$ cat src/rtl/safe_pkg.sv
// Shared types and width helpers for the safe_multi keypad lock.
// Optional feature macro: SAFE_LOCKOUT_BACKOFF_EN (lockout backoff).
package safe_pkg;

  // Explicit encoding so the state register reads the same in every build
  typedef enum logic [1:0] {
    ENTRY    = 2'd0,
    UNLOCKED = 2'd1,
    PROGRAM  = 2'd2,
    LOCKOUT  = 2'd3
  } state_t;

  // Widest backoff shift applied to the base lockout duration
  localparam int unsigned MAX_BACKOFF_LEVEL = 4;

  // Bits needed to hold the values 0..n inclusive
  function automatic int cnt_w(input int n);
    return (n < 1) ? 1 : $clog2(n + 1);
  endfunction

  // Lockout timer width; the backoff build must hold LOCKOUT_CYCLES*16
  function automatic int timer_w(input int lockout_cycles);
`ifdef SAFE_LOCKOUT_BACKOFF_EN
    return cnt_w(lockout_cycles * (1 << MAX_BACKOFF_LEVEL));
`else
    return cnt_w(lockout_cycles);
`endif
  endfunction

endpackage

$ cat src/rtl/safe_multi_if.sv
// Keypad-side bus of the safe_multi lock: digit entry, commands and status.
// master = keypad decoder / controller, slave = the lock itself.
interface safe_multi_if #(
  parameter int DIGIT_W   = 4,
  parameter int PIN_LEN   = 4,
  parameter int MAX_FAILS = 3
) ();

  localparam int FW = safe_pkg::cnt_w(MAX_FAILS);
  localparam int IW = safe_pkg::cnt_w(PIN_LEN);

  logic [DIGIT_W-1:0] din;
  logic               din_valid;
  logic               relock;
  logic               prog;
  logic               unlocked;
  logic               locked_out;
  logic [FW-1:0]      fail_count;
  logic [IW-1:0]      digit_idx;

  modport master (
    output din, din_valid, relock, prog,
    input  unlocked, locked_out, fail_count, digit_idx
  );

  modport slave (
    input  din, din_valid, relock, prog,
    output unlocked, locked_out, fail_count, digit_idx
  );

endinterface

$ cat src/rtl/safe_lockout_timer.sv
// Loadable lockout down-counter. busy while non-zero, done on the last count.
// With SAFE_LOCKOUT_BACKOFF_EN the loaded duration is doubled per lockout
// since the last successful unlock (level saturates at 4).
module safe_lockout_timer import safe_pkg::*; #(
  parameter int TW = 5
) (
  input  logic          clk,
  input  logic          reset,
  input  logic          load,
  input  logic [TW-1:0] load_val,
`ifdef SAFE_LOCKOUT_BACKOFF_EN
  input  logic          clr_level,
`endif
  output logic          busy,
  output logic          done
);

  logic [TW-1:0] timer_q, timer_d;

`ifdef SAFE_LOCKOUT_BACKOFF_EN
  logic [2:0] level_q, level_d;

  // Load scaled duration, bump the backoff level, otherwise count down
  always_comb begin
    timer_d = timer_q;
    level_d = level_q;
    if (load) begin
      // Duration is sampled from the level before it increments
      timer_d = load_val << level_q;
      if (level_q < 3'(MAX_BACKOFF_LEVEL)) begin
        level_d = level_q + 3'd1;
      end
    end else if (timer_q != '0) begin
      timer_d = timer_q - TW'(1);
    end
    if (clr_level) begin
      level_d = '0;
    end
  end

  // Timer and backoff level registers
  always_ff @(posedge clk) begin
    if (!reset) begin
      timer_q <= '0;
      level_q <= '0;
    end else begin
      timer_q <= timer_d;
      level_q <= level_d;
    end
  end
`else
  // Load the fixed duration, otherwise count down to zero
  always_comb begin
    timer_d = timer_q;
    if (load) begin
      timer_d = load_val;
    end else if (timer_q != '0) begin
      timer_d = timer_q - TW'(1);
    end
  end

  // Timer register
  always_ff @(posedge clk) begin
    if (!reset) begin
      timer_q <= '0;
    end else begin
      timer_q <= timer_d;
    end
  end
`endif

  assign busy = (timer_q != '0);
  assign done = (timer_q == TW'(1));

endmodule

$ cat src/rtl/safe_multi.sv
// Parametrised keypad lock: full-PIN compare after the last digit, fail
// counting with timed lockout, relock and PIN reprogramming while unlocked.
// Optional macro SAFE_LOCKOUT_BACKOFF_EN doubles each consecutive lockout.
module safe_multi import safe_pkg::*; #(
  parameter int DIGIT_W        = 4,
  parameter int PIN_LEN        = 4,
  parameter logic [PIN_LEN*DIGIT_W-1:0] DEFAULT_PIN = 16'hC0DE,
  parameter int MAX_FAILS      = 3,
  parameter int LOCKOUT_CYCLES = 16
) (
  input  logic         clk,
  input  logic         reset,
  safe_multi_if.slave  bus
);

  localparam int PW = PIN_LEN * DIGIT_W;
  localparam int FW = cnt_w(MAX_FAILS);
  localparam int IW = cnt_w(PIN_LEN);
  localparam int TW = timer_w(LOCKOUT_CYCLES);

  state_t        state_q, state_d;
  logic [PW-1:0] pin_q, pin_d;
  logic [PW-1:0] entry_q, entry_d;
  logic [IW-1:0] idx_q, idx_d;
  logic [FW-1:0] fail_q, fail_d;
  logic          unlocked_q, unlocked_d;
  logic          locked_out_q, locked_out_d;

  logic [PW-1:0] entry_shift;
  logic          last_digit;
  logic          pin_match;
  logic          tmr_load;
  logic          tmr_busy;
  logic          tmr_done;

  // New digit enters at the LSB so the first digit ends up most significant
  assign entry_shift = PW'({entry_q, bus.din});
  assign last_digit  = (int'(idx_q) == PIN_LEN - 1);
  assign pin_match   = (state_q == ENTRY) && bus.din_valid && !bus.relock &&
                       last_digit && (entry_shift == pin_q);

  safe_lockout_timer #(
    .TW(TW)
  ) u_timer (
    .clk       (clk),
    .reset     (reset),
    .load      (tmr_load),
    .load_val  (TW'(LOCKOUT_CYCLES)),
`ifdef SAFE_LOCKOUT_BACKOFF_EN
    .clr_level (pin_match),
`endif
    .busy      (tmr_busy),
    .done      (tmr_done)
  );

  // Next-state, datapath and registered-output decode
  always_comb begin
    state_d  = state_q;
    pin_d    = pin_q;
    entry_d  = entry_q;
    idx_d    = idx_q;
    fail_d   = fail_q;
    tmr_load = 1'b0;

    case (state_q)
      ENTRY: begin
        if (bus.relock) begin
          idx_d   = '0;
          entry_d = '0;
        end else if (bus.din_valid) begin
          entry_d = entry_shift;
          if (last_digit) begin
            // Compare only once the whole PIN is in; clear the entry
            idx_d   = '0;
            entry_d = '0;
            if (pin_match) begin
              state_d = UNLOCKED;
              fail_d  = '0;
            end else if (int'(fail_q) + 1 >= MAX_FAILS) begin
              state_d  = LOCKOUT;
              fail_d   = FW'(MAX_FAILS);
              tmr_load = 1'b1;
            end else begin
              fail_d = fail_q + FW'(1);
            end
          end else begin
            idx_d = idx_q + IW'(1);
          end
        end
      end

      UNLOCKED: begin
        if (bus.relock) begin
          state_d = ENTRY;
          idx_d   = '0;
        end else if (bus.prog) begin
          state_d = PROGRAM;
          idx_d   = '0;
          entry_d = '0;
        end
      end

      PROGRAM: begin
        if (bus.relock) begin
          state_d = ENTRY;
          idx_d   = '0;
          entry_d = '0;
        end else if (bus.din_valid) begin
          if (last_digit) begin
            pin_d   = entry_shift;
            state_d = UNLOCKED;
            idx_d   = '0;
            entry_d = '0;
          end else begin
            entry_d = entry_shift;
            idx_d   = idx_q + IW'(1);
          end
        end
      end

      LOCKOUT: begin
        // An idle timer here can only mean corruption; leave rather than hang
        if (tmr_done || !tmr_busy) begin
          state_d = ENTRY;
          fail_d  = '0;
          idx_d   = '0;
        end
      end

      default: begin
        state_d = ENTRY;
        idx_d   = '0;
        entry_d = '0;
      end
    endcase

    unlocked_d   = (state_d == UNLOCKED) || (state_d == PROGRAM);
    locked_out_d = (state_d == LOCKOUT);
  end

  // State, PIN, entry and output registers
  always_ff @(posedge clk) begin
    if (!reset) begin
      state_q      <= ENTRY;
      pin_q        <= DEFAULT_PIN;
      entry_q      <= '0;
      idx_q        <= '0;
      fail_q       <= '0;
      unlocked_q   <= 1'b0;
      locked_out_q <= 1'b0;
    end else begin
      state_q      <= state_d;
      pin_q        <= pin_d;
      entry_q      <= entry_d;
      idx_q        <= idx_d;
      fail_q       <= fail_d;
      unlocked_q   <= unlocked_d;
      locked_out_q <= locked_out_d;
    end
  end

  assign bus.unlocked   = unlocked_q;
  assign bus.locked_out = locked_out_q;
  assign bus.fail_count = fail_q;
  assign bus.digit_idx  = idx_q;

endmodule

$ cat src/flat_wrapper.sv
// flat-port wrapper written by rule: the top's interface ports become plain ports
module safe_multi_flat import safe_pkg::*;
#(
  parameter int DIGIT_W        = 4,
  parameter int PIN_LEN        = 4,
  parameter logic [PIN_LEN*DIGIT_W-1:0] DEFAULT_PIN = 16'hC0DE,
  parameter int MAX_FAILS      = 3,
  parameter int LOCKOUT_CYCLES = 16
)
  (clk, reset, bus_din, bus_din_valid, bus_relock, bus_prog, bus_unlocked, bus_locked_out, bus_fail_count, bus_digit_idx);
  safe_multi_if #(.DIGIT_W(DIGIT_W), .PIN_LEN(PIN_LEN), .MAX_FAILS(MAX_FAILS)) bus_i ();
  input  logic clk;
  input  logic reset;
  input wire logic [$bits(bus_i.din)-1:0] bus_din;
  input wire logic [$bits(bus_i.din_valid)-1:0] bus_din_valid;
  input wire logic [$bits(bus_i.relock)-1:0] bus_relock;
  input wire logic [$bits(bus_i.prog)-1:0] bus_prog;
  output wire logic [$bits(bus_i.unlocked)-1:0] bus_unlocked;
  output wire logic [$bits(bus_i.locked_out)-1:0] bus_locked_out;
  output wire logic [$bits(bus_i.fail_count)-1:0] bus_fail_count;
  output wire logic [$bits(bus_i.digit_idx)-1:0] bus_digit_idx;
  assign bus_i.din = bus_din;
  assign bus_i.din_valid = bus_din_valid;
  assign bus_i.relock = bus_relock;
  assign bus_i.prog = bus_prog;
  assign bus_unlocked = bus_i.unlocked;
  assign bus_locked_out = bus_i.locked_out;
  assign bus_fail_count = bus_i.fail_count;
  assign bus_digit_idx = bus_i.digit_idx;
  safe_multi #(.DIGIT_W(DIGIT_W), .PIN_LEN(PIN_LEN), .DEFAULT_PIN(DEFAULT_PIN), .MAX_FAILS(MAX_FAILS), .LOCKOUT_CYCLES(LOCKOUT_CYCLES)) u_core (.clk(clk), .reset(reset), .bus(bus_i));
endmodule
$ cat config.mk
export PLATFORM = sky130hd
export DESIGN_NAME = safe_multi_flat
export DESIGN_NICKNAME = d
export VERILOG_FILES = /design/src/rtl/safe_pkg.sv /design/src/rtl/safe_multi_if.sv /design/src/rtl/safe_lockout_timer.sv /design/src/rtl/safe_multi.sv /design/src/flat_wrapper.sv
export SDC_FILE = /design/constraint.sdc
export NUM_CORES = 1
export LEC_CHECK = 0
export ABC_AREA = 1
export CAP_MARGIN = 5
export CORE_MARGIN = 1
export CORE_UTILIZATION = 40
export CTS_BUF_LIST = sky130_fd_sc_hd__clkbuf_4
export DETAILED_ROUTE_END_ITERATION = 6
export HOLD_SLACK_MARGIN = 0.06
export SLEW_MARGIN = 20
export SYNTH_ARGS = -nofsm -noshare
export SYNTH_HDL_FRONTEND = slang
export SYNTH_SLANG_ARGS = --single-unit
$ cat constraint.sdc
create_clock -name clk -period 1.6 [get_ports clk]
set_clock_uncertainty 0.05 [all_clocks]
set_input_delay 0.24 -clock clk [delete_from_list [all_inputs] [get_ports clk]]
set_output_delay 0.24 -clock clk [all_outputs]
set_load 0.05 [all_outputs]
Word-level counts from Yosys, hierarchy flattened
Index checks and enable logic that the tools add are counted.
W data, S select, Z words.
{ "op_classes": {"n_lt_le_gt_ge": 1, "bitwise_logic": 2, "n_mux": 40, "add_sub_neg": 4, "n_eq_ne": 17, "n_reduce_logical": 19} }
{ "ops": {"columns": ["op", "n"], "rows": [
  ["$mux W12", 5],
  ["$mux W2", 17],
  ["$ge A32 B3 Y1 const B", 1],
  ["$pmux W12 S2", 1],
  ["$mux W3", 6],
  ["$eq A16 B16 Y1", 1],
  ["$mux W5", 2],
  ["$pmux W3 S3", 1],
  ["$eq A2 B2 Y1 const B", 4],
  ["$ne A2 B2 Y1 const B", 4],
  ["$pmux W2 S4", 1],
  ["$reduce_and A4 Y1", 2],
  ["$mux W1", 6],
  ["$reduce_bool A2 Y1", 3],
  ["$eq A5 B1 Y1 const B", 1],
  ["$reduce_and A5 Y1", 1],
  ["$reduce_bool A5 Y1", 1],
  ["$sub A5 B1 Y5 const B", 1],
  ["$eq A2 B1 Y1 const B", 2],
  ["$logic_and A1 B1 Y1", 4],
  ["$ne A2 B1 Y1 const B", 2],
  ["$pmux W2 S2", 1],
  ["$reduce_or A2 Y1", 2],
  ["$add A2 B1 Y3 const B", 1],
  ["other kinds (10)", 13]
]} }
{ "totals": {"reg_bits": 42, "in_bits": 9} }

Logic depth before layout (Yosys ltp)
{ "logic_depth": {"word_depth": 12, "ltp_mapped": 12, "depth_no_buf": 12} }

By module
Synthesis repeated with hierarchy kept, for this count alone.
{ "unflattened": {"cells_unflattened": 326, "area_unflattened_um2": 2215.9} }
{ "by_module_without_submodules": {"columns": ["module", "area_each_um2", "seq_area_each_um2", "instances", "cells_per_inst"], "rows": [
  ["safe_multi", 1893.1, 740.7, 1, 275],
  ["safe_lockout_timer", 322.8, 100.1, 1, 51]
]} }

Worst setup path before layout
OpenSTA, ideal clock, no wires.
{ "synth_timing": {"path_kind": "register -> register", "start": "register u_core.idx_q[0] (netlist: u_core.bus.digit_idx[0])", "end": "register u_core.unlocked_q (netlist: u_core.bus.unlocked)", "synth_period_minus_slack_ns": 2.154, "setup_ns": 0.109, "stages_incl_launch_ff": 12, "slack_ns": -0.554, "arrival_ns": 1.995, "path_cell_list": "dfxtp_1 ha_1 nand3_2 nor2_4 nand2_2 nor2_2 nand3_2 nand2_4 nand2_1 ha_1 nand2_1 inv_1"} }
{ "synth_via": {"elab_chain_len": 10} }
{ "synth_lines": {"columns": ["element", "line_no", "text"], "rows": [
  ["from (decl)", "safe_multi.sv:24", "logic [IW-1:0] idx_q, idx_d;"],
  ["from (signal assigned)", "safe_multi.sv:155", "idx_q <= idx_d;"],
  ["$eq A3 B3 Y1 *", "safe_multi.sv:38", "assign last_digit = (int'(idx_q) == PIN_LEN - 1);"],
  ["$logic_and A1 B1 Y1", "safe_multi.sv:39", "assign pin_match = (state_q == ENTRY) && bus.din_valid && !bus.relock &&"],
  ["$logic_and A1 B1 Y1", "safe_multi.sv:40", "last_digit && (entry_shift == pin_q);"],
  ["$mux W2", "safe_multi.sv:76", "if (pin_match) begin"],
  ["$mux W2", "safe_multi.sv:72", "if (last_digit) begin"],
  ["$mux W2", "safe_multi.sv:70", "end else if (bus.din_valid) begin"],
  ["$mux W2", "safe_multi.sv:67", "if (bus.relock) begin"],
  ["$pmux W2 S4 *", "safe_multi.sv:65", "case (state_q)"],
  ["net u_core.state_d[1]", "safe_multi.sv:21", "state_t state_q, state_d;"],
  ["$eq A2 B1 Y1 / $eq A2 B2 Y1 (equally long branches)", "safe_multi.sv:137", "unlocked_d = (state_d == UNLOCKED) || (state_d == PROGRAM);"],
  ["$logic_or A1 B1 Y1 *", "safe_multi.sv:137", null],
  ["net u_core.unlocked_d", "safe_multi.sv:26", "logic unlocked_q, unlocked_d;"],
  ["to (signal assigned)", "safe_multi.sv:157", "unlocked_q <= unlocked_d;"],
  ["to (decl)", "safe_multi.sv:26", null]
]} }
Mark *: on every way through the listed nets, which the timed path passes. The rest lies on a longest branch.
A chain may end at the register's enable or synchronous reset.

Final worst setup path
{ "layout_timing": {"start": "register u_core.idx_q[1] (netlist: u_core.bus.digit_idx[1])", "end": "register u_core.unlocked_q (netlist: u_core.bus.unlocked)"} }
The elaborated chain is that of the path after synthesis.

==> impl_results.md <==
- Synth top area share: 0.376
- Fillers: 497
- Non-filler cells, final: 467
- Input/output buffers: 15
- Combinational group share of total power: 0.340
- First DRT Iteration DRCs: 86
- Avg Synthesized Cell Area: 6.84 µm²
- Worst-Skew Late Latency: 0.35 ns
- Routed vias: 2,132
- Relative slew slack: 0.852
- Initial DRT Pass Iterations: 4
- Hold Crit Class: reg -> reg
- Max-capacitance violation count: 0
- Post-Place Cell Area: 2850 µm²
- Total routing usage reported by global routing: 0.182
- CP max-delay cell: sky130_fd_sc_hd__dfxtp_4
- Critical Path Fanout Max: 3
- Run status: complete, but fails checks
- Number of distinct library cells after synthesis: 28
- Syn Std Cell Area: 2240 µm²
- Post-layout power: 2580 µW
- Max-slew violation count: 0
- Cell class contributing the biggest share of worst-path delay: simple AND/OR/NAND/NOR gates
- Least-Margin Pin Slew: 0.220 ns
- Multiplexer share of the synthesized area: 0.00447
- Met2 global-route usage: 0.292
- Post-DP HPWL: 3.62 mm
- Placed cell count: 454
- Cell taking the most area after synthesis: sky130_fd_sc_hd__dfxtp_1
- Final weighted congestion in routability-driven placement: 0.808
- Reported leakage power: 0.00151 µW
- GRT met3 Usage: 0.0357
- GRT met1 Usage: 0.245
- Critical path cell sequence: ha_4 -> nand3_4 -> nor2_4 -> nand2_2 -> nor2_2 -> nand3_2 -> nand2_4 -> nand2_4 -> ha_4 -> nand2_2 -> inv_1
- CTS tree: done
- Gate count after technology mapping: 327
- Share of synthesized area occupied by flip-flops and latches: 0.376
- Ant. Diodes: 0
- Finished layout cell area: 3060 µm²
- Ratio of cells with drive above 1 in the final layout: 0.345
- Share of synthesized cell area in and, or, nand and nor gates: 0.285
- Xor-xnor portion of the synthesized cell area: 0.0117
- DRC violations left: 0
- Number of global-route vias before repair: 1,964
- Pin count of the biggest net entering global routing: 21
- Final period demand of the worst path: 1.60 ns
- Floorplan row count: 26
- Startpoint type of the worst setup path: register
- Clock transition at path regs: 0.12 ns
- Antenna Violating Nets Remaining: 0
- Gr ovfl total: 0
- Critical path data required time: 1.86 ns
- Final Setup Violations: 1
- Syn Nets: 341
- Floorplan die height: 76.8 µm
- Post-synthesis compound-gate area fraction: 0.168
- Combinational family with the most area after synthesis: simple AND/OR/NAND/NOR gates
- Adder and majority gate portion of the synthesized area: 0.0280
- Pwr Density: 843 nW/µm²
- Final net count: 410
- Internal power: 1730 µW
- Setup repair after global routing missed its margin: true
- First-pass GRT wire length: 8.69 mm
- Period Utilization, post-route: 1.00
- Violations in the final reports: setup timing
- Number of antenna violations at the first check in global routing: 0
- Routed WL per cell: 10.8 µm
- Sequential fraction of design power: 0.453
- Area Growth Syn to Fin: 36.6%
- CTS Hold Buffers Added: 0
- Synthesis warning total: 0
- Max stage delay on crit path: 0.38 ns
- Maximum clock rate: 625 MHz
- Cell types with the largest area share after synthesis: sky130_fd_sc_hd__dfxtp_1, sky130_fd_sc_hd__nand2_1, sky130_fd_sc_hd__inv_1
- Switch Pwr: 847 µW
- Initial core utilization: 0.427
- Worst supply voltage drop on vdd: 0.945 mV
- Routed wire length: 5.02 mm
- Yosys reg bits: 42
- Worst Setup Path Type: reg -> reg
- Post-DR vias/cell: 4.57
- Critical Path End Type: register
- Clock H-tree levels: 2
- Final number of hold-violating endpoints: 0
- Data arrival time of the critical path: 1.86 ns
- Clock share of power: 0.206
- Root Buffer Master: sky130_fd_sc_hd__clkbuf_4
- Area of the placeable core: 5240 µm²
- Die area: 5900 µm²
- Share of total power consumed by net switching: 0.329
- Number of clock sinks seen by CTS: 42
- Number of buffers inserted during clock tree synthesis: 5
- Final WS setup: -0.000324 ns
- Chip Width: 76.8 µm
- CTS max path bufs: 2
- Critical path buffer and inverter count: 1
- Count of boundary I/O pins: 16
- Most heavily used metal layer in global routing: met2
==> cells in the mapped netlist <==
cell,number
sky130_fd_sc_hd__a211oi_2,8
sky130_fd_sc_hd__a21oi_1,30
sky130_fd_sc_hd__a22oi_1,1
sky130_fd_sc_hd__buf_2,3
sky130_fd_sc_hd__buf_4,1
sky130_fd_sc_hd__buf_6,3
sky130_fd_sc_hd__clkbuf_1,3
sky130_fd_sc_hd__clkinv_1,1
sky130_fd_sc_hd__dfxtp_1,42
sky130_fd_sc_hd__ha_1,5
sky130_fd_sc_hd__inv_1,50
sky130_fd_sc_hd__inv_2,7
sky130_fd_sc_hd__mux2i_1,1
sky130_fd_sc_hd__nand2_1,72
sky130_fd_sc_hd__nand2_2,3
sky130_fd_sc_hd__nand2_4,2
sky130_fd_sc_hd__nand3_1,12
sky130_fd_sc_hd__nand3_2,2
sky130_fd_sc_hd__nand4_1,2
sky130_fd_sc_hd__nor2_1,45
sky130_fd_sc_hd__nor2_2,5
sky130_fd_sc_hd__nor2_4,2
sky130_fd_sc_hd__nor3_2,1
sky130_fd_sc_hd__o21ai_0,9
sky130_fd_sc_hd__o21ai_1,13
sky130_fd_sc_hd__o21bai_1,1
sky130_fd_sc_hd__xnor2_1,1
sky130_fd_sc_hd__xor2_1,2
==> power by group through the flow <==
stage          Combinational, µW  Sequential [µW]  Clock (µW)
5_1_grt                      984             1180         603
6_report                     877             1170         532
3_5_place_dp                 827             1190           0
2_1_floorplan                501             1200           0
4_1_cts                      838             1160         554
3_3_place_gp                 814             1180           0
==> sequential cells by signal, summed over array words and instances (netlist names) <==
| name | cells |
|---|---|
| u_core.bus.locked_out | 1 |
| u_core.bus.digit_idx | 3 |
| u_core.pin_q | 16 |
| u_core.bus.fail_count | 2 |
| u_core.state_q | 2 |
| u_core.bus.unlocked | 1 |
| u_core.entry_q | 12 |
| u_core.u_timer.timer_q | 5 |
==> cell usage in the layout (no fill, tap or decap), types with 6 or more instances in the layout <==
master / netlist / final
sky130_fd_sc_hd__nand2_1: 72 / 65
sky130_fd_sc_hd__buf_4: 1 / 57
sky130_fd_sc_hd__inv_1: 50 / 50
sky130_fd_sc_hd__nor2_1: 45 / 39
sky130_fd_sc_hd__a21oi_1: 30 / 30
sky130_fd_sc_hd__dfxtp_1: 42 / 25
sky130_fd_sc_hd__dfxtp_2: 0 / 15
sky130_fd_sc_hd__o21ai_1: 13 / 13
sky130_fd_sc_hd__nor2_2: 5 / 11
sky130_fd_sc_hd__nand3_1: 12 / 11
sky130_fd_sc_hd__nand2_2: 3 / 9
sky130_fd_sc_hd__a211oi_2: 8 / 8
sky130_fd_sc_hd__clkdlybuf4s50_1: 0 / 8
sky130_fd_sc_hd__inv_2: 7 / 7
sky130_fd_sc_hd__o21ai_0: 9 / 7
sky130_fd_sc_hd__clkbuf_4: 0 / 6
==> area by class of cell <==
cell class | count | area [µm²] | area share
clock inverter | 2 | 8.76 | 0.00287
sequential | 42 | 867 | 0.284
multi-input combinational | 217 | 1200 | 0.394
tap | 70 | 87.6 | 0.0287
clock buffer | 6 | 45.0 | 0.0147
inverter | 58 | 218 | 0.0713
timing repair buffer | 72 | 627 | 0.205
==> through the flow <==
| stage | TNS, ns | hold slack, ns | utilization | setup WS (ns) |
|---|---|---|---|---|
| floorplan | -0.117 | 0.316 | - | -0.110 |
| global placement | -6.92 | 0.412 | 0.544 | -0.367 |
| detailed placement | -7.37 | 0.419 | 0.544 | -0.391 |
| CTS | -0.0402 | 0.439 | 0.561 | -0.0402 |
| global route | -0.333 | 0.466 | 0.583 | -0.105 |
| finish | -0.000324 | 0.435 | 0.583 | -0.000324 |
==> layer usage <==
metal  vias up  routed length (µm)
met3         6                 136
met2        22                2330
met1       944                2500
met5         -                   0
li1       1160                   -
met4         0                  51
==> worst paths after layout <==
path / start / to / slack (ns) / cells past startpoint
min reg2reg: u_core.pin_q[15] / u_core.pin_q[15] / 0.44 / 2
min: u_core.pin_q[15] / u_core.pin_q[15] / 0.44 / 2
max reg2reg: u_core.bus.digit_idx[1] / u_core.bus.unlocked / -0.0003 / 11
max: u_core.bus.digit_idx[1] / u_core.bus.unlocked / -0.0003 / 11
==> worst register-to-register path, delay by kind of cell, from the launching register on <==
family | cells | cell delay [ns]
buffers and inverters | 1 | 0.05
AND/OR/NAND/NOR | 8 | 0.68
flip-flops | 1 | 0.38
adder cells (fa/ha/maj) | 2 | 0.40
==> cells by family after synthesis <==
group                    after synthesis
AO/OA/AOI/OAI                         62
XOR/XNOR                               3
adder cells (fa/ha/maj)                5
buffers and inverters                 68
flip-flops                            42
multiplexers                           1
AND/OR/NAND/NOR                      146
==> what timing repair did <==
| item | 4_1_cts | 5_1_grt |
|---|---|---|
| gates resized for setup | 7 | 32 |
| gates cloned | 0 | 1 |
| buffers inserted | 2 | 3 |
| pin swaps | 6 | 13 |
| setup endpoints to repair | 4 | 17 |
Note: power is estimated with default switching activity, not from simulation.
